$ cat config.mk
export PLATFORM = sky130hd
export DESIGN_NAME = rx_axis_to_pipe
export DESIGN_NICKNAME = d
export VERILOG_FILES = /design/src/rtl/eth_pipe_pkg.sv /design/src/rtl/sync_fifo.sv /design/src/rtl/rx_axis_to_pipe.sv
export SDC_FILE = /design/constraint.sdc
export NUM_CORES = 1
export LEC_CHECK = 0
export BUFFER_PORTS_ARGS = -buffer_cell sky130_fd_sc_hd__clkbuf_2
export CAP_MARGIN = 10
export CORE_ASPECT_RATIO = 1.25
export CORE_UTILIZATION = 37
export CTS_CLUSTER_SIZE = 14
export DETAILED_ROUTE_END_ITERATION = 16
export GPL_TIMING_DRIVEN = 0
export PLACE_DENSITY = 0.52
export SYNTH_ARGS = -nofsm -noshare
export SYNTH_HDL_FRONTEND = slang
export SYNTH_SLANG_ARGS = --single-unit
$ cat constraint.sdc
create_clock -name clk -period 12.3 [get_ports clk]
set_input_delay 0 -clock clk [delete_from_list [all_inputs] [get_ports clk]]
set_output_delay 0 -clock clk [all_outputs]
set_load 0.02 [all_outputs]
$ cat src/rtl/eth_pipe_pkg.sv
// Shared Ethernet <-> AHIR pipe word layout, used by both rx and tx blocks.
// Word = {tlast, tdata, tkeep}; an all-zero tkeep on a tlast word marks a bad frame.
package eth_pipe_pkg;
  localparam int DATA_W   = 32;
  localparam int KEEP_W   = DATA_W / 8;
  localparam int WORD_W   = DATA_W + KEEP_W + 1;

  localparam int LAST_BIT = WORD_W - 1;
  localparam int DATA_MSB = WORD_W - 2;
  localparam int DATA_LSB = KEEP_W;
  localparam int KEEP_MSB = KEEP_W - 1;
  localparam int KEEP_LSB = 0;

  localparam int CNT_W    = 16;
endpackage

$ cat src/rtl/sync_fifo.sv
// Single-clock FIFO with power-of-two depth and a DEPTH+1 valued occupancy count.
module sync_fifo #(
  parameter int W     = 37,
  parameter int DEPTH = 16
) (
  input  logic                     clk,
  input  logic                     resetn,
  input  logic                     push_i,
  input  logic [W-1:0]             din_i,
  input  logic                     pop_i,
  output logic [W-1:0]             dout_o,
  output logic                     full_o,
  output logic                     empty_o,
  output logic [$clog2(DEPTH):0]   count_o
);
  localparam int AW = $clog2(DEPTH);

  logic [W-1:0]  mem_q [DEPTH];
  logic [AW-1:0] wr_q, wr_d, rd_q, rd_d;
  logic [AW:0]   cnt_q, cnt_d;
  logic          push_ok, pop_ok;

  assign full_o  = (cnt_q == (AW+1)'(DEPTH));
  assign empty_o = (cnt_q == '0);
  assign count_o = cnt_q;
  assign push_ok = push_i & ~full_o;
  assign pop_ok  = pop_i & ~empty_o;
  assign dout_o  = mem_q[rd_q];

  always_comb begin
    wr_d  = wr_q + AW'(push_ok);
    rd_d  = rd_q + AW'(pop_ok);
    cnt_d = cnt_q + (AW+1)'(push_ok) - (AW+1)'(pop_ok);
  end

  // Storage is not reset; a slot is only ever read after it has been written.
  always_ff @(posedge clk) begin
    if (push_ok) mem_q[wr_q] <= din_i;
  end

  always_ff @(posedge clk or negedge resetn) begin
    if (!resetn) begin
      wr_q  <= '0;
      rd_q  <= '0;
      cnt_q <= '0;
    end else begin
      wr_q  <= wr_d;
      rd_q  <= rd_d;
      cnt_q <= cnt_d;
    end
  end
endmodule

$ cat src/rtl/rx_axis_to_pipe.sv
// MAC receive AXI-stream to AHIR pipe bridge: packs beats into pipe words,
// marks bad frames by zeroing tkeep on the last word, and counts frames.
module rx_axis_to_pipe
  import eth_pipe_pkg::*;
#(
  parameter int N     = DATA_W,
  parameter int S     = KEEP_W,
  parameter int D     = N + S + 1,
  parameter int DEPTH = 16
) (
  input  logic             clk,
  input  logic             resetn,
  input  logic [N-1:0]     rx_axis_tdata,
  input  logic [S-1:0]     rx_axis_tkeep,
  input  logic             rx_axis_tvalid,
  input  logic             rx_axis_tlast,
  input  logic             rx_axis_tuser,
  output logic             rx_axis_tready,
  output logic [D-1:0]     write_pipe_data,
  output logic             write_pipe_req,
  input  logic             write_pipe_ack,
  output logic [CNT_W-1:0] rx_frame_count,
  output logic [CNT_W-1:0] rx_bad_frame_count
);
  localparam int CW = $clog2(DEPTH);

  logic             full, empty, push, pop, bad_last;
  logic [CW:0]      occ;
  logic [S-1:0]     keep_w;
  logic [D-1:0]     word_in, word_out;
  logic             ready_q;
  logic [CNT_W-1:0] frame_cnt_q, frame_cnt_d, bad_cnt_q, bad_cnt_d;

  // ready_q holds tready low through reset and rises on the first edge after release.
  assign rx_axis_tready  = ready_q & ~full;
  assign push            = rx_axis_tvalid & rx_axis_tready;
  assign write_pipe_req  = (occ != '0);
  assign pop             = write_pipe_req & write_pipe_ack;
  assign bad_last        = rx_axis_tlast & rx_axis_tuser;
  assign keep_w          = bad_last ? '0 : rx_axis_tkeep;
  assign word_in         = {rx_axis_tlast, rx_axis_tdata, keep_w};
  assign write_pipe_data = empty ? '0 : word_out;

  assign rx_frame_count     = frame_cnt_q;
  assign rx_bad_frame_count = bad_cnt_q;

  sync_fifo #(.W(D), .DEPTH(DEPTH)) u_fifo (
    .clk     (clk),
    .resetn  (resetn),
    .push_i  (push),
    .din_i   (word_in),
    .pop_i   (pop),
    .dout_o  (word_out),
    .full_o  (full),
    .empty_o (empty),
    .count_o (occ)
  );

  always_comb begin
    frame_cnt_d = frame_cnt_q;
    bad_cnt_d   = bad_cnt_q;
    if (push && rx_axis_tlast && (frame_cnt_q != '1)) frame_cnt_d = frame_cnt_q + 1'b1;
    if (push && bad_last && (bad_cnt_q != '1))        bad_cnt_d   = bad_cnt_q + 1'b1;
  end

  always_ff @(posedge clk or negedge resetn) begin
    if (!resetn) begin
      ready_q     <= 1'b0;
      frame_cnt_q <= '0;
      bad_cnt_q   <= '0;
    end else begin
      ready_q     <= 1'b1;
      frame_cnt_q <= frame_cnt_d;
      bad_cnt_q   <= bad_cnt_d;
    end
  end
endmodule

# Yosys cells after proc, flatten, opt, wreduce, memory -nomap -nowiden
# Memories as Yosys holds them, arrays and structs flattened.
# Cells that the tools add are included.
[totals]
register_bits = 46
mem_bits_rw = 592
in_bits = 42
out_inout_bits = 71
mem_count = 1
word_cells = 34
[op_classes]
bitwise_logic = 8
n_mux = 4
n_reduce_logical = 6
add_sub_neg = 6
n_eq_ne = 3
[memory_table]
columns = ["name", "words", "word_bits", "read_ports", "rd_ports_with_merged_regs", "wr", "line", "source"]
rows = [
  ["u_fifo.mem_q", 16, 37, 1, 0, 1, "sync_fifo.sv:18", "logic [W-1:0] mem_q [DEPTH];"],
]
[op_table]
columns = ["op", "n"]
rows = [
  ["$mux W37", 1],
  ["$add A16 B1 Y16 const B", 2],
  ["$ne A16 B16 Y1 const B", 2],
  ["$add A4 B1 Y4", 2],
  ["$and A1 B1 Y1", 6],
  ["$add A5 B1 Y5", 1],
  ["$eq A5 B5 Y1 const B", 1],
  ["$logic_not A5 Y1", 1],
  ["$reduce_bool A5 Y1", 1],
  ["$sub A5 B1 Y5", 1],
  ["$logic_and A1 B1 Y1", 4],
  ["$mux W4", 1],
  ["$mux W1", 2],
  ["$not A1 Y1", 2],
]

# Logic depth before layout (Yosys ltp)
# Gate-level depths: netlist of run 1.
[logic_depth]
depth_word = 7
ltp_mapped = 12
ltp_nobuf = 11

# Modules after synthesis
# Synthesis of run 1 repeated with hierarchy kept, for this count alone.
[hier_totals]
hier_cells = 1342
hier_area_um2 = 25394.4
[by_module_without_submodules]
columns = ["module", "cells_per_inst", "n_inst", "area_each_um2", "seq_area_each_um2"]
rows = [
  ["sync_fifo", 1138, 1, 23377.4, 18102.4],
  ["rx_axis_to_pipe", 204, 1, 2016.9, 825.8],
]

# Least setup slack after synthesis of run 1
# OpenSTA, ideal clock, no wires.
[synth_path]
path_type = "reg-to-reg"
from = "reg u_fifo.cnt_q[2], in the netlist u_fifo.count_o[2]"
to = "mem u_fifo.mem_q[0][0], enable pin"
setup_time_ps = 477
path_slack_ps = 7783
required_ps = 11823
path_buffers = 1
synth_period_minus_slack_ps = 4517
path_stages_with_launch = 8
arrival_ps = 4040
path_cell_list = "dfrtp_1 > inv_1 > ha_1 > nand4bb_1 > and2_1 > buf_2 > or3b_2 > nor3_1"
[synth_via]
elab_chain_cells = 7
[synth_lines]
columns = ["element", "line", "source"]
rows = [
  ["start: declaration", "sync_fifo.sv:20", "logic [AW:0] cnt_q, cnt_d;"],
  ["start signal: assignment", "sync_fifo.sv:49", "cnt_q <= cnt_d;"],
  ["$eq A5 B5 Y1 (*)", "sync_fifo.sv:23", "assign full_o = (cnt_q == (AW+1)'(DEPTH));"],
  ["$not A1 Y1 (*)", "sync_fifo.sv:26, rx_axis_to_pipe.sv:35", ""],
  ["$and A1 B1 Y1", "rx_axis_to_pipe.sv:35", "assign rx_axis_tready = ready_q & ~full;"],
  ["$and A1 B1 Y1", "rx_axis_to_pipe.sv:36", "assign push = rx_axis_tvalid & rx_axis_tready;"],
  ["$and A1 B1 Y1 (*)", "sync_fifo.sv:26", "assign push_ok = push_i & ~full_o;"],
  ["$mux W1 (*)", "sync_fifo.sv:38", "if (push_ok) mem_q[wr_q] <= din_i;"],
  ["$mux W1 (implied by the code) (*)", "sync_fifo.sv:38", ""],
  ["end: declaration", "sync_fifo.sv:18", ""],
]
# Every way passes the cells marked *; elsewhere a longest branch is shown, timed or not.

# Worst setup path in the final report of run 1
[layout_path]
from = "reg u_fifo.rd_q[3]"
to = "out write_pipe_data[33]"
[layout_via]
elab_chain_cells = 2
[layout_lines]
columns = ["element", "line", "source"]
rows = [
  ["start: declaration", "sync_fifo.sv:19", "logic [AW-1:0] wr_q, wr_d, rd_q, rd_d;"],
  ["start signal: assignment", "sync_fifo.sv:48", "rd_q <= rd_d;"],
  ["$mem_v2 Z16 W37", "--", ""],
  ["$mux W37", "rx_axis_to_pipe.sv:42", "assign write_pipe_data = empty ? '0 : word_out;"],
  ["end: declaration", "rx_axis_to_pipe.sv:19", "output logic [D-1:0] write_pipe_data,"],
]
# No other way between the ends.

==> summary.log, run 1 <==
qor: detailed_routing.wl_per_cell 24.3 um
qor: sta.report.final.hold_viol_count 0
qor: logic_synthesis.yosys.area_share.adder 0.579%
qor: cts.tritoncts_num_sinks 638
qor: sta.fin_setup_tns 0 ns
qor: placed_design.post-place-ws 9.21 ns
qor: setup_path.internal_reg_to_reg_setup_slack 9.23 ns
qor: setup_path.worstSetupPathType register to output port
qor: logic_synthesis.xor_and_xnor_fraction_of_the_mapped_netlist_area 1.36%
qor: sta.timing_worst_slew_pin_value 1.00 ns
qor: logic_synthesis.synth_top_family_by_area multiplexers
qor: logic_synthesis.yosys.cell_count.top_type edfxtp_1
qor: detailed_routing.wl 56900 um
qor: cells_and_area.stdcell_count 2343
qor: logic_synthesis.synth-warning-count 0
qor: worst_hold_path.holdPathEnd u_fifo.mem_q[7][3]
qor: logic_synthesis.synth-seq-cells 638
qor: global_route.grtUsageTotal 16.9%
qor: detailed_routing.route.antenna.remaining_nets 0
qor: global_route.grt_pass1_wl 85000 um
qor: setup_path.crit-reg2reg-capture u_fifo.mem_q[0][6]
qor: setup_path.worstSetupStartpoint u_fifo.rd_q[3]
qor: detailed_routing.first_pass_iters 4
qor: setup_path.cp_capture_type output port
qor: sta.rsz_0062_raised_after_global_routing false
qor: setup_path.r2r.worst_path.cells 9
qor: setup_path.critical_path_peak_fanout 10
qor: sta.min_period_over_period 27.1%
qor: power.share_seq_of_total_power 38.8%
qor: cells_and_area.fraction_of_layout_instances_using_a_drive_strength_above_1 32.0%
qor: power.power_density 221 nW/um^2
qor: logic_synthesis.ys_seq_area_share 75.6%
qor: global_route.grt_start_max_net_pins 47
qor: sta.maxSlewHeadroom 33.1%
qor: sta.setup_ws 8.97 ns
qor: logic_synthesis.synth.top_cells.by_count 592 x edfxtp_1, 148 x mux4_2, 46 x dfrtp_1
qor: floorplanning.dieHeight 293 um
qor: setup_path.critical_path.max_stage_delay 0.73 ns
qor: sta.setup_viol_count_final 0
qor: placed_design.placed_cells 2187
qor: worst_hold_path.hold_path_startpoint rx_axis_tkeep[3]
qor: logic_synthesis.synth-edff-count 592
qor: run_status.status complete, no violations
qor: logic_synthesis.top_cells_by_area_in_the_synthesized_netlist edfxtp_1 71%, mux4_2 13%, dfrtp_1 4.6%, o211ai_2 1.5%, mux2i_1 1.5%
qor: sta.hold_ws 0.0251 ns
qor: sta.timing.clock.skew 0.0282 ns
qor: logic_synthesis.async_flop_share 7.21%
qor: power.power_frac_clock 30.1%
qor: cts.postCtsSetupRepairBufs 0
qor: setup_path.critical_path_required 12.30 ns
qor: placed_design.hpwl 36500 um
qor: placed_design.io_buffers 112
qor: cts.maximum_number_of_buffers_from_clock_root_to_sink 3
qor: sta.maxSlewViolCount 0
qor: power.p_leak 10.1 nW
qor: worst_hold_path.min_path_cells 2
qor: cells_and_area.layout-area-overhead-vs-synth 19.6%
qor: setup_path.cell_chain_critical_path buf_2 -> buf_2 -> buf_1 -> mux4_2 -> mux2i_1 -> o21ai_1 -> clkbuf_2
qor: floorplanning.floorplan.die_area 68700 um^2
qor: detailed_routing.route.detailed.drc 0
qor: power.p_int 4.56 mW
qor: global_route.grt_remaining_overflow 0
qor: setup_path.cp.arrival 3.33 ns
qor: setup_path.crit_path_start_kind register
qor: logic_synthesis.synth.avg_cell_area 21.3 um^2
qor: logic_synthesis.synth_compound_area_share 2.57%
qor: logic_synthesis.postSynthCellCount 1175
qor: global_route.number_of_global_route_vias_before_repair 13200
qor: floorplanning.die_w 235 um
qor: run.max_cap_viol_count 0
qor: cts.tritoncts_clock_tree built
qor: logic_synthesis.syn-num-nets 1228
qor: logic_synthesis.synth.distinct_cells 43
qor: cts.clock-root-buffer clkbuf_16
qor: setup_path.cp_common_cell buf_2
qor: floorplanning.floorplan.rows 106
qor: power.irDropWorstVdd 0.148 mV
qor: detailed_routing.route.vias.total 12100
qor: cts.cts_inserted_buffers 66
qor: cts.clock_tree.htree_level_count 3
qor: setup_path.rr_startpoint u_fifo.count_o[3]
qor: worst_hold_path.worst_hold_path_type input pin to register
qor: detailed_routing.via_per_inst 5.18
qor: logic_synthesis.synthDominantAreaCellType edfxtp_1
qor: logic_synthesis.synth.area.mux_share 14.9%
qor: power.p_sw_share 31.3%
qor: floorplanning.coreArea 67000 um^2
qor: cells_and_area.n_antenna_cell 0
qor: logic_synthesis.synth_ff_type edfxtp_1
qor: logic_synthesis.syn-cell-area 25000 um^2
qor: cells_and_area.nets 1483
qor: power.combinationalPowerShare 31.2%
qor: logic_synthesis.post_synth_and_or_nand_nor_area_fraction 3.65%
qor: cts.insertion_delay 0.61 ns
qor: cts.clk_pin_slew_worst_paths 0.06 ns
qor: power.power.switching 2.07 mW
qor: floorplanning.io_pins 113
qor: placed_design.finalWeightedCongestion 0.744
qor: floorplanning.floorplan.initialDensity 37.4%
qor: sta.timing.fmax 300 MHz
qor: setup_path.crit_path_slowest_cell buf_1
qor: logic_synthesis.yosysTopAreaCellShare 71.0%
qor: global_route.antenna_found_initial 1
qor: detailed_routing.dr.first_iter.drc_count 801
qor: sta.final_period_minus_worst_setup_slack 3.33 ns
==> how the worst max path moves through the flow <==
| stage | cells past startpoint | slack (ns) | endpoint |
|---|---|---|---|
| floorplan | 7 | 7.78 | u_fifo.mem_q[0][0] |
| global placement | 7 | 4.16 | u_fifo.mem_q[0][22] |
| detailed placement | 8 | 9.21 | u_fifo.mem_q[4][22] |
| CTS | 7 | 8.84 | write_pipe_data[33] |
| global route | 7 | 8.74 | write_pipe_data[33] |
| finish | 7 | 8.97 | write_pipe_data[33] |
==> routing by layer <==
metal	wire length, um	GRT usage [%]
met1	23900	21.4
met5	13	0
met2	29500	29.7
met3	2430	3.01
met4	1040	5.02
==> kinds of logic after synthesis <==
kind of cell | after synthesis
XOR/XNOR | 39
other | 1
flip-flops | 638
buffers and inverters | 65
adder cells (fa/ha/maj) | 11
multiplexers | 187
AO/OA/AOI/OAI | 79
AND/OR/NAND/NOR | 155
==> layout by cell type (no fill, tap or decap), types with 8 or more instances in the layout <==
| cell type | Yosys | routed |
|---|---|---|
| o21ai_1 | 37 | 37 |
| clkbuf_1 | 12 | 30 |
| buf_16 | 0 | 11 |
| nand2_1 | 15 | 15 |
| nor3_2 | 4 | 8 |
| o211ai_1 | 8 | 8 |
| ha_1 | 10 | 10 |
| nand3_1 | 16 | 16 |
| dfrtp_1 | 46 | 46 |
| clkinv_1 | 0 | 15 |
| buf_2 | 19 | 20 |
| edfxtp_1 | 592 | 592 |
| dlygate4sd3_1 | 0 | 38 |
| mux2i_1 | 37 | 37 |
| o211ai_2 | 30 | 30 |
| nand2b_1 | 41 | 41 |
| nand4_1 | 10 | 10 |
| nor3_1 | 19 | 15 |
| mux4_2 | 148 | 148 |
| buf_4 | 12 | 13 |
| nor2_4 | 0 | 12 |
| clkbuf_2 | 1 | 112 |
| bufinv_16 | 0 | 8 |
| clkbuf_16 | 0 | 68 |
| xor2_1 | 34 | 34 |
| buf_1 | 13 | 13 |
| buf_6 | 4 | 22 |
==> sequential cells by signal, indices dropped and copies added (netlist names) <==
register            count
rx_frame_count         16
u_fifo.rd_q             4
u_fifo.wr_q             4
ready_q                 1
u_fifo.mem_q          592
rx_bad_frame_count     16
u_fifo.count_o          5
==> cell type report <==
cell class                      count  area (um^2)
Fill cell                        5744        37000
Timing Repair Buffer              187         1590
Multi-Input combinational cell    472         5880
Clock inverter                     31          352
Sequential cell                   638        18900
Clock buffer                       86         1770
Buffer                             61          329
Inverter                            4         15.0
Tap cell                          864         1080
==> repair_timing <==
action / 4_1_cts / 5_1_grt
endpoints found under the hold margin: 613 / 11
hold buffers: 37 / 1
resized for setup: 0 / 0
==> per-stage QoR <==
step	utilization (%)	cell area, um^2	total power [mW]
6_report	44.7	29900	6.63
5_1_grt	44.7	29900	6.94
4_1_cts	44.7	29900	6.75
3_5_place_dp	40.9	27400	4.74
3_3_place_gp	39.8	26700	4.68
2_1_floorplan	-	25000	4.02
==> critical path, delay by kind of cell, from the launching register on <==
kind	cells	cell delay (ns)
multiplexers	2	0.45
buffers and inverters	4	1.53
AO/OA/AOI/OAI	1	0.40
flip-flops	1	0.33
==> power groups by stage <==
stage / Sequential [mW] / Clock, mW / Combinational, mW
2_1_floorplan: 2.62 / 0 / 1.40
3_3_place_gp: 2.62 / 0 / 2.06
3_5_place_dp: 2.61 / 0 / 2.13
4_1_cts: 2.57 / 2.04 / 2.14
5_1_grt: 2.58 / 2.13 / 2.24
6_report: 2.57 / 1.99 / 2.07
(Power assumes the default switching activity.)
==> run 2: changes to the inputs <==
--- a/config.mk
+++ b/config.mk
@@ -5,6 +5,7 @@
 export SDC_FILE = /design/constraint.sdc
 export NUM_CORES = 1
 export LEC_CHECK = 0
+export ABC_AREA = 1
 export BUFFER_PORTS_ARGS = -buffer_cell sky130_fd_sc_hd__clkbuf_2
 export CAP_MARGIN = 10
 export CORE_ASPECT_RATIO = 1.25
@@ -12,7 +13,7 @@
 export CTS_CLUSTER_SIZE = 14
 export DETAILED_ROUTE_END_ITERATION = 16
 export GPL_TIMING_DRIVEN = 0
-export PLACE_DENSITY = 0.52
+export PLACE_DENSITY = 0.51
 export SYNTH_ARGS = -nofsm -noshare
 export SYNTH_HDL_FRONTEND = slang
 export SYNTH_SLANG_ARGS = --single-unit
==> constraint.sdc (replaced) <==
create_clock -name clk -period 3.23 [get_ports clk]
set_input_delay 0 -clock clk [delete_from_list [all_inputs] [get_ports clk]]
set_output_delay 0 -clock clk [all_outputs]
set_load 0.02 [all_outputs]
==> summary.log, run 2 <==
qor: cts.cts_inserted_buffers 67 [was 66]
qor: sta.timing_worst_slew_pin_value 1.11 ns [was 1.00 ns]
qor: power.p_leak 11.9 nW [was 10.1 nW]
qor: cells_and_area.n_antenna_cell 0 [unchanged]
qor: floorplanning.floorplan.initialDensity 37.4% [about the same]
qor: setup_path.crit_path_start_kind register [unchanged]
qor: setup_path.internal_reg_to_reg_setup_slack 0.23 ns [was 9.23 ns]
qor: cts.clock-root-buffer clkbuf_16 [unchanged]
qor: floorplanning.io_pins 113 [unchanged]
qor: run.max_cap_viol_count 0 [unchanged]
qor: power.share_seq_of_total_power 36.2% [was 38.8%]
qor: global_route.number_of_global_route_vias_before_repair 17900 [was 13200]
qor: sta.hold_ws 0.369 ns [was 0.0251 ns]
qor: placed_design.finalWeightedCongestion 0.819 [was 0.744]
qor: cells_and_area.layout-area-overhead-vs-synth 18.1% [was 19.6%]
qor: setup_path.rr_startpoint u_fifo.count_o[3] [unchanged]
qor: worst_hold_path.hold_path_startpoint rx_axis_tdata[22] [was rx_axis_tkeep[3]]
qor: worst_hold_path.holdPathEnd u_fifo.mem_q[0][26] [was u_fifo.mem_q[7][3]]
qor: global_route.grtUsageTotal 23.0% [was 16.9%]
qor: setup_path.critical_path_peak_fanout 10 [unchanged]
qor: cts.maximum_number_of_buffers_from_clock_root_to_sink 3 [unchanged]
qor: power.power_frac_clock 26.8% [was 30.1%]
qor: power.p_int 16.5 mW [was 4.56 mW]
qor: logic_synthesis.yosysTopAreaCellShare 67.1% [was 71.0%]
qor: detailed_routing.wl 82000 um [was 56900 um]
qor: cells_and_area.multi_input_comb_area 6740 um^2 [was 5880 um^2]
qor: sta.final_period_minus_worst_setup_slack 3.13 ns
qor: logic_synthesis.synth-warning-count 0 [unchanged]
qor: logic_synthesis.synth.top_cells.by_count 893 x nand2_1, 592 x edfxtp_1, 458 x nand3_1 [was 592 x edfxtp_1, 148 x mux4_2, 46 x dfrtp_1]
qor: cells_and_area.flip_flop_count_of_the_largest_register_after_layout 592 [unchanged]
qor: power.p_sw_share 39.0% [was 31.3%]
qor: setup_path.r2r.worst_path.cells 8 [was 9]
qor: sta.maxSlewViolCount 0 [unchanged]
qor: global_route.antenna_found_initial 0 [was 1]
qor: logic_synthesis.syn-cell-area 26500 um^2 [was 25000 um^2]
qor: cells_and_area.final_cell_mix 893 x nand2_1, 592 x edfxtp_1, 458 x nand3_1, 113 x clkbuf_2, 71 x clkbuf_16 [was 592 x edfxtp_1, 148 x mux4_2, 112 x clkbuf_2, 68 x clkbuf_16, 46 x dfrtp_1]
qor: detailed_routing.wl_per_cell 23.1 um [was 24.3 um]
qor: global_route.grt_remaining_overflow 0 [unchanged]
qor: logic_synthesis.postSynthCellCount 2315 [was 1175]
qor: cells_and_area.nets 2615 [was 1483]
qor: global_route.grt_start_max_net_pins 33 [was 47]
qor: worst_hold_path.min_path_cells 2 [unchanged]
qor: power.power_density 862 nW/um^2 [was 221 nW/um^2]
qor: sta.timing.clock.skew 0.0130 ns [was 0.0282 ns]
qor: setup_path.critical_path_required 3.23 ns [was 12.30 ns]
qor: cts.insertion_delay 0.59 ns [was 0.61 ns]
qor: cts.postCtsSetupRepairBufs 0 [unchanged]
qor: cells_and_area.register_area 18900 um^2 [unchanged]
qor: setup_path.crit-reg2reg-capture u_fifo.mem_q[4][22] [was u_fifo.mem_q[0][6]]
qor: detailed_routing.route.antenna.remaining_nets 0 [unchanged]
qor: setup_path.cp_capture_type output port [unchanged]
qor: floorplanning.floorplan.die_area 72700 um^2 [was 68700 um^2]
qor: logic_synthesis.ys_seq_area_share 71.4% [was 75.6%]
qor: logic_synthesis.top_cells_by_area_in_the_synthesized_netlist edfxtp_1 67%, nand2_1 13%, nand3_1 8.6%, dfrtp_1 4.3%, buf_2 1.2% [was edfxtp_1 71%, mux4_2 13%, dfrtp_1 4.6%, o211ai_2 1.5%, mux2i_1 1.5%]
qor: sta.setup_viol_count_final 0 [unchanged]
qor: placed_design.hpwl 52400 um [was 36500 um]
qor: detailed_routing.route.vias.total 18300 [was 12100]
qor: cells_and_area.most_common_cell_after_layout_fill_and_taps_aside nand2_1 [was edfxtp_1]
qor: logic_synthesis.synthDominantAreaCellType edfxtp_1 [unchanged]
qor: logic_synthesis.synth_ff_type edfxtp_1 [unchanged]
qor: power.power.total 27.0 mW [was 6.63 mW]
qor: cts.tritoncts_num_sinks 638 [unchanged]
qor: sta.min_period_over_period 96.8%
qor: logic_synthesis.synth-seq-cells 638 [unchanged]
qor: power.power.switching 10.5 mW [was 2.07 mW]
qor: cells_and_area.regMostFlops u_fifo.mem_q [unchanged]
qor: logic_synthesis.synth.avg_cell_area 11.4 um^2 [was 21.3 um^2]
qor: detailed_routing.via_per_inst 5.17 [was 5.18]
qor: setup_path.cell_chain_critical_path inv_1 -> ha_1 -> nand4_1 -> clkinv_1 -> clkbuf_1 -> a21oi_1 -> clkbuf_2 [was buf_2 -> buf_2 -> buf_1 -> mux4_2 -> mux2i_1 -> o21ai_1 -> clkbuf_2]
qor: sta.maxSlewHeadroom 26.0% [was 33.1%]
qor: logic_synthesis.syn-num-nets 2368 [was 1228]
qor: logic_synthesis.yosys.cell_count.top_type nand2_1 [was edfxtp_1]
qor: power.irDropWorstVdd 0.375 mV [was 0.148 mV]
qor: global_route.grt_pass1_wl 121000 um [was 85000 um]
qor: sta.rsz_0062_raised_after_global_routing false [unchanged]
qor: floorplanning.floorplan.rows 109 [was 106]
qor: power.combinationalPowerShare 36.9% [was 31.2%]
qor: detailed_routing.dr.first_iter.drc_count 1592 [was 801]
qor: cts.clock_tree.htree_level_count 3 [unchanged]
qor: sta.timing.fmax 320 MHz
qor: worst_hold_path.worst_hold_path_type input pin to register [unchanged]
qor: setup_path.crit_path_slowest_cell clkbuf_1 [was buf_1]
qor: cells_and_area.fillcell_total 6562 [was 5744]
qor: cells_and_area.fraction_of_layout_instances_using_a_drive_strength_above_1 13.3% [was 32.0%]
qor: floorplanning.coreArea 70800 um^2 [was 67000 um^2]
qor: run_status.status complete, no violations [unchanged]
qor: setup_path.critical_path.max_stage_delay 0.57 ns [was 0.73 ns]
qor: cts.clk_pin_slew_worst_paths 0.06 ns [about the same]
qor: sta.report.final.hold_viol_count 0 [unchanged]
qor: placed_design.io_buffers 112 [unchanged]
qor: logic_synthesis.synth-edff-count 592 [unchanged]
qor: setup_path.worstSetupPathType register to output port [unchanged]
qor: logic_synthesis.synth.distinct_cells 30 [was 43]
qor: cts.tritoncts_clock_tree built [unchanged]
qor: logic_synthesis.async_flop_share 7.21% [unchanged]
qor: detailed_routing.first_pass_iters 7 [was 4]
qor: detailed_routing.route.detailed.drc 0 [unchanged]
qor: floorplanning.die_w 241 um [was 235 um]
qor: setup_path.cp.arrival 3.13 ns [was 3.33 ns]
qor: floorplanning.dieHeight 301 um [was 293 um]
[run 2: kinds of logic after synthesis]
kind of cell             Yosys count  share of synthesized area, %
flip-flops                       638                          71.4
AO/OA/AOI/OAI                     43                         0.812
AND/OR/NAND/NOR                 1423                          22.6
other                              1                        0.0141
adder cells (fa/ha/maj)           11                         0.548
XOR/XNOR                          31                          1.02
buffers and inverters            168                          3.61
[run 2: power by group through the flow]
stage	Sequential, mW	Clock (mW)	Combinational (mW)
2_1_floorplan	9.97	0	5.83
3_3_place_gp	9.99	0	9.70
3_5_place_dp	9.95	0	9.96
4_1_cts	9.78	7.36	10.0
5_1_grt	9.82	7.64	10.8
6_report	9.78	7.24	9.95
[run 2: cell type report]
class / instances / share of cell area, %
plain buffers: 129 / 2.58
clock buffers: 96 / 6.01
clock inverters: 19 / 0.360
inverters: 39 / 0.484
multi-input cells: 1509 / 21.5
flip-flops and latches: 638 / 60.5
well taps: 943 / 3.77
repair buffers: 178 / 4.78
[run 2: timing repair]
action	in CTS	in global routing
gates resized for setup	0	1
hold buffers	43	0
endpoints found under the hold margin	657	0
setup endpoints to repair	0	1
[run 2: worst max-delay path by stage]
stage,endpoint,slack [ns],start,cells past startpoint
floorplan,u_fifo.mem_q[0][0],0.09,u_fifo.count_o[2],7
global placement,u_fifo.mem_q[3][22],-2.45,u_fifo.count_o[2],7
detailed placement,u_fifo.mem_q[8][21],0.24,u_fifo.count_o[3],8
CTS,write_pipe_data[0],0.07,u_fifo.rd_q[2],8
global route,write_pipe_data[18],0.04,u_fifo.count_o[2],7
finish,write_pipe_data[18],0.10,u_fifo.count_o[3],7
[run 2: metal layers]
metal  wire length [um]  global-route usage (%)  vias up
li1                   -                       -     8497
met1              34000                    29.9     9075
met2              41100                    39.6      646
met3               4700                    2.98      126
met4               2240                    7.66        0
met5                  0                       0        -
[run 2: critical path: cells and delay by family (launching register included)]
kind | cells | cell delay [ns]
buffers and inverters | 4 | 1.36
DFF | 1 | 0.36
adders and majority gates | 1 | 0.20
AOI/OAI and AO/OA | 1 | 0.39
and+or+nand+nor | 1 | 0.20
[run 2: stage by stage]
step | setup TNS [ns] | util [%] | cells | instance area (um^2) | setup slack, ns
CTS | 0 | 44.2 | 3551 | 31300 | 0.0653
floorplan | 0 | - | 2315 | 26500 | 0.0887
global placement | -1321.42 | 39.9 | 3370 | 28200 | -2.45
detailed placement | 0 | 40.8 | 3393 | 28900 | 0.237
global route | 0 | 44.2 | 3551 | 31300 | 0.0380
finish | 0 | 44.2 | 3551 | 31300 | 0.102
==> run 3: changes to the inputs <==
--- a/config.mk
+++ b/config.mk
@@ -8,12 +8,14 @@
 export ABC_AREA = 1
 export BUFFER_PORTS_ARGS = -buffer_cell sky130_fd_sc_hd__clkbuf_2
 export CAP_MARGIN = 10
+export CELL_PAD_IN_SITES_DETAIL_PLACEMENT = 1
+export CELL_PAD_IN_SITES_GLOBAL_PLACEMENT = 2
 export CORE_ASPECT_RATIO = 1.25
 export CORE_UTILIZATION = 37
-export CTS_CLUSTER_SIZE = 14
+export CTS_CLUSTER_SIZE = 16
 export DETAILED_ROUTE_END_ITERATION = 16
 export GPL_TIMING_DRIVEN = 0
-export PLACE_DENSITY = 0.51
+export PLACE_DENSITY = 0.7
 export SYNTH_ARGS = -nofsm -noshare
 export SYNTH_HDL_FRONTEND = slang
 export SYNTH_SLANG_ARGS = --single-unit
==> constraint.sdc (replaced) <==
create_clock -name clk -period 3.23 [get_ports clk]
set_input_delay 0.1615 -clock clk [delete_from_list [all_inputs] [get_ports clk]]
set_output_delay 0.1615 -clock clk [all_outputs]
set_load 0.02 [all_outputs]
==> summary.log, run 3 (synthesis results as in run 2) <==
qor: setup_path.critical_path_peak_fanout 10 [unchanged]
qor: cts.tritoncts_clock_tree built [unchanged]
qor: floorplanning.io_pins 113 [unchanged]
qor: setup_path.crit_path_slowest_cell clkbuf_1 [unchanged]
qor: sta.final_period_minus_worst_setup_slack 3.13 ns [about the same]
qor: detailed_routing.dr.first_iter.drc_count 1198 [was 1592]
qor: cells_and_area.fillcell_total 7553 [was 6562]
qor: cells_and_area.fraction_of_layout_instances_using_a_drive_strength_above_1 14.1% [was 13.3%]
qor: floorplanning.floorplan.rows 109 [unchanged]
qor: setup_path.rr_startpoint u_fifo.count_o[2] [was u_fifo.count_o[3]]
qor: placed_design.finalWeightedCongestion 0.779 [was 0.819]
qor: cts.insertion_delay 0.62 ns [was 0.59 ns]
qor: floorplanning.die_w 241 um [unchanged]
qor: setup_path.timing.critical_path.max_delay_family buffers and inverters [unchanged]
qor: placed_design.placement.cell_area 28800 um^2 [was 28900 um^2]
qor: setup_path.cell_chain_critical_path inv_1 -> ha_1 -> nand4_1 -> clkinv_2 -> clkbuf_1 -> a21oi_1 -> clkbuf_2 [was inv_1 -> ha_1 -> nand4_1 -> clkinv_1 -> clkbuf_1 -> a21oi_1 -> clkbuf_2]
qor: placed_design.io_buffers 112 [unchanged]
qor: cts.clock_tree.htree_level_count 3 [unchanged]
qor: sta.report.final.hold_viol_count 0 [unchanged]
qor: cts.clock-root-buffer clkbuf_16 [unchanged]
qor: cells_and_area.layout.cell_area.non_filler 31200 um^2 [was 31300 um^2]
qor: run_status.status complete, no violations [unchanged]
qor: setup_path.crit_path_start_kind register [unchanged]
qor: worst_hold_path.worst_hold_path_type input pin to register [unchanged]
qor: power.irDropWorstVdd 0.547 mV [was 0.375 mV]
qor: setup_path.critical_path_required 3.07 ns [was 3.23 ns]
qor: cells_and_area.nets 2599 [was 2615]
qor: power.p_leak 11.9 nW [about the same]
qor: cts.cts_inserted_buffers 68 [was 67]
qor: detailed_routing.wl_per_cell 24.5 um [was 23.1 um]
qor: floorplanning.dieHeight 301 um [unchanged]
qor: sta.timing.fmax 320 MHz [about the same]
qor: cells_and_area.flip_flop_count_of_the_largest_register_after_layout 592 [unchanged]
qor: power.power.total 27.3 mW [was 27.0 mW]
qor: global_route.number_of_global_route_vias_before_repair 19400 [was 17900]
qor: setup_path.cp_capture_type output port [unchanged]
qor: floorplanning.floorplan.die_area 72700 um^2 [unchanged]
qor: detailed_routing.route.vias.total 18500 [was 18300]
qor: detailed_routing.route.detailed.drc 0 [unchanged]
qor: cells_and_area.final_cell_mix 893 x nand2_1, 592 x edfxtp_1, 457 x nand3_1, 116 x clkbuf_2, 70 x clkbuf_16 [was 893 x nand2_1, 592 x edfxtp_1, 458 x nand3_1, 113 x clkbuf_2, 71 x clkbuf_16]
qor: cells_and_area.regMostFlops u_fifo.mem_q [unchanged]
qor: global_route.grtUsageTotal 24.4% [was 23.0%]
qor: sta.min_period_over_period 96.7% [was 96.8%]
qor: sta.maxSlewHeadroom 23.2% [was 26.0%]
qor: sta.setup_viol_count_final 0 [unchanged]
qor: setup_path.cp.arrival 2.96 ns [was 3.13 ns]
qor: setup_path.timing.critical_path.depth 7 [unchanged]
qor: power.power_density 875 nW/um^2 [was 862 nW/um^2]
qor: global_route.antenna_found_initial 0 [unchanged]
qor: setup_path.internal_reg_to_reg_setup_slack 0.26 ns [was 0.23 ns]
qor: global_route.grt_start_max_net_pins 31 [was 33]
qor: setup_path.critical_path.endpoint write_pipe_data[32] [was write_pipe_data[18]]
qor: sta.timing.clock.skew 0.0190 ns [was 0.0130 ns]
qor: floorplanning.coreArea 70800 um^2 [unchanged]
qor: detailed_routing.route.antenna.remaining_nets 0 [unchanged]
qor: cells_and_area.most_common_cell_after_layout_fill_and_taps_aside nand2_1 [unchanged]
qor: detailed_routing.first_pass_iters 5 [was 7]
qor: global_route.grt_pass1_wl 127000 um [was 121000 um]
qor: detailed_routing.wl 86600 um [was 82000 um]
qor: setup_path.worstSetupStartpoint u_fifo.count_o[2] [was u_fifo.count_o[3]]
qor: cts.clk_pin_slew_worst_paths 0.06 ns [about the same]
qor: detailed_routing.via_per_inst 5.21 [was 5.17]
qor: sta.hold_ws 0.0166 ns [was 0.369 ns]
qor: setup_path.worstSetupPathType register to output port [unchanged]
qor: setup_path.worst-path-buf-inv 4 [unchanged]
qor: placed_design.hpwl 57900 um [was 52400 um]
qor: global_route.grt_remaining_overflow 0 [unchanged]
qor: floorplanning.floorplan.initialDensity 37.4% [unchanged]
qor: cells_and_area.layout-area-overhead-vs-synth 17.8% [was 18.1%]
qor: sta.timing_worst_slew_pin_value 1.15 ns [was 1.11 ns]
qor: cts.maximum_number_of_buffers_from_clock_root_to_sink 3 [unchanged]
qor: sta.rsz_0062_raised_after_global_routing false [unchanged]
qor: setup_path.critical_path.max_stage_delay 0.68 ns [was 0.57 ns]
qor: run.max_cap_viol_count 0 [unchanged]
qor: sta.maxSlewViolCount 0 [unchanged]
qor: setup_path.r2r.worst_path.cells 8 [unchanged]
qor: cts.tritoncts_num_sinks 638 [unchanged]
qor: setup_path.crit-reg2reg-capture u_fifo.mem_q[10][13] [was u_fifo.mem_q[4][22]]
-- run 3: metal layers --
layer / part of all wire (%) / vias up / global-route usage [%]
met5: 0 / - / 0
met3: 4.3 / 156 / 2.88
met2: 51 / 493 / 42.6
li1: - / 8461 / -
met4: 3.5 / 0 / 9.67
met1: 41 / 9340 / 30.5
-- run 3: worst min-delay path by stage --
stage	startpoint	endpoint	slack [ns]	cells past startpoint
after global routing	rx_axis_tdata[6]	u_fifo.mem_q[5][10]	0.02	1
after detailed placement	resetn	rx_frame_count[1]	0.15	1
after floorplan	resetn	ready_q	-0.13	0
after global placement	rx_bad_frame_count[1]	rx_bad_frame_count[1]	0.51	2
final	rx_axis_tdata[31]	u_fifo.mem_q[11][35]	0.02	1
after CTS	rx_axis_tdata[8]	u_fifo.mem_q[5][12]	0.0008	1
-- run 3: worst reg2reg max path, stage by stage (launching register included) --
cell and delay [ns]:
dfrtp_1 0.35, inv_1 0.06, ha_1 0.21, nand4_1 0.16
nand3_1 0.09, inv_1 0.25, nand3_1 0.40, nor2_4 0.84
buf_12 0.28
-- run 3: what timing repair did --
action | in CTS | in global routing
hold endpoints to repair | 380 | 0
buffers inserted | 0 | 1
endpoints found under the setup margin | 17 | 41
resized for setup | 3 | 6
pin swaps | 0 | 1
hold buffers | 26 | 0
gates cloned | 0 | 0
-- run 3: area by class of cell --
class	instances	area, um^2	share of cell area, %
diodes	1	2.50	0.00802
plain buffers	129	812	2.60
clock buffers	84	1810	5.81
clock inverters	35	267	0.854
inverters	39	153	0.489
multi-input cells	1509	6740	21.6
flip-flops and latches	638	18900	60.6
well taps	943	1180	3.78
repair buffers	161	1310	4.20
-- run 3: power by group --
| group | internal [mW] | switching, mW | leakage, nW |
|---|---|---|---|
| Clock | 4.24 | 3.27 | 1.02 |
| Combinational | 2.76 | 7.25 | 4.91 |
| Sequential | 9.57 | 0.211 | 5.94 |
| Total | 16.6 | 10.7 | 11.9 |
-- run 3: metrics by stage --
step	setup TNS [ns]	setup WS [ns]	util, %	std cells
after floorplan	0	0.0887	-	2315
after global placement	-1358.16	-2.62	39.9	3370
after detailed placement	0	0.129	40.7	3392
after CTS	0	0.0201	44.0	3537
after global routing	0	0.00333	44.1	3538
final	0	0.105	44.1	3539
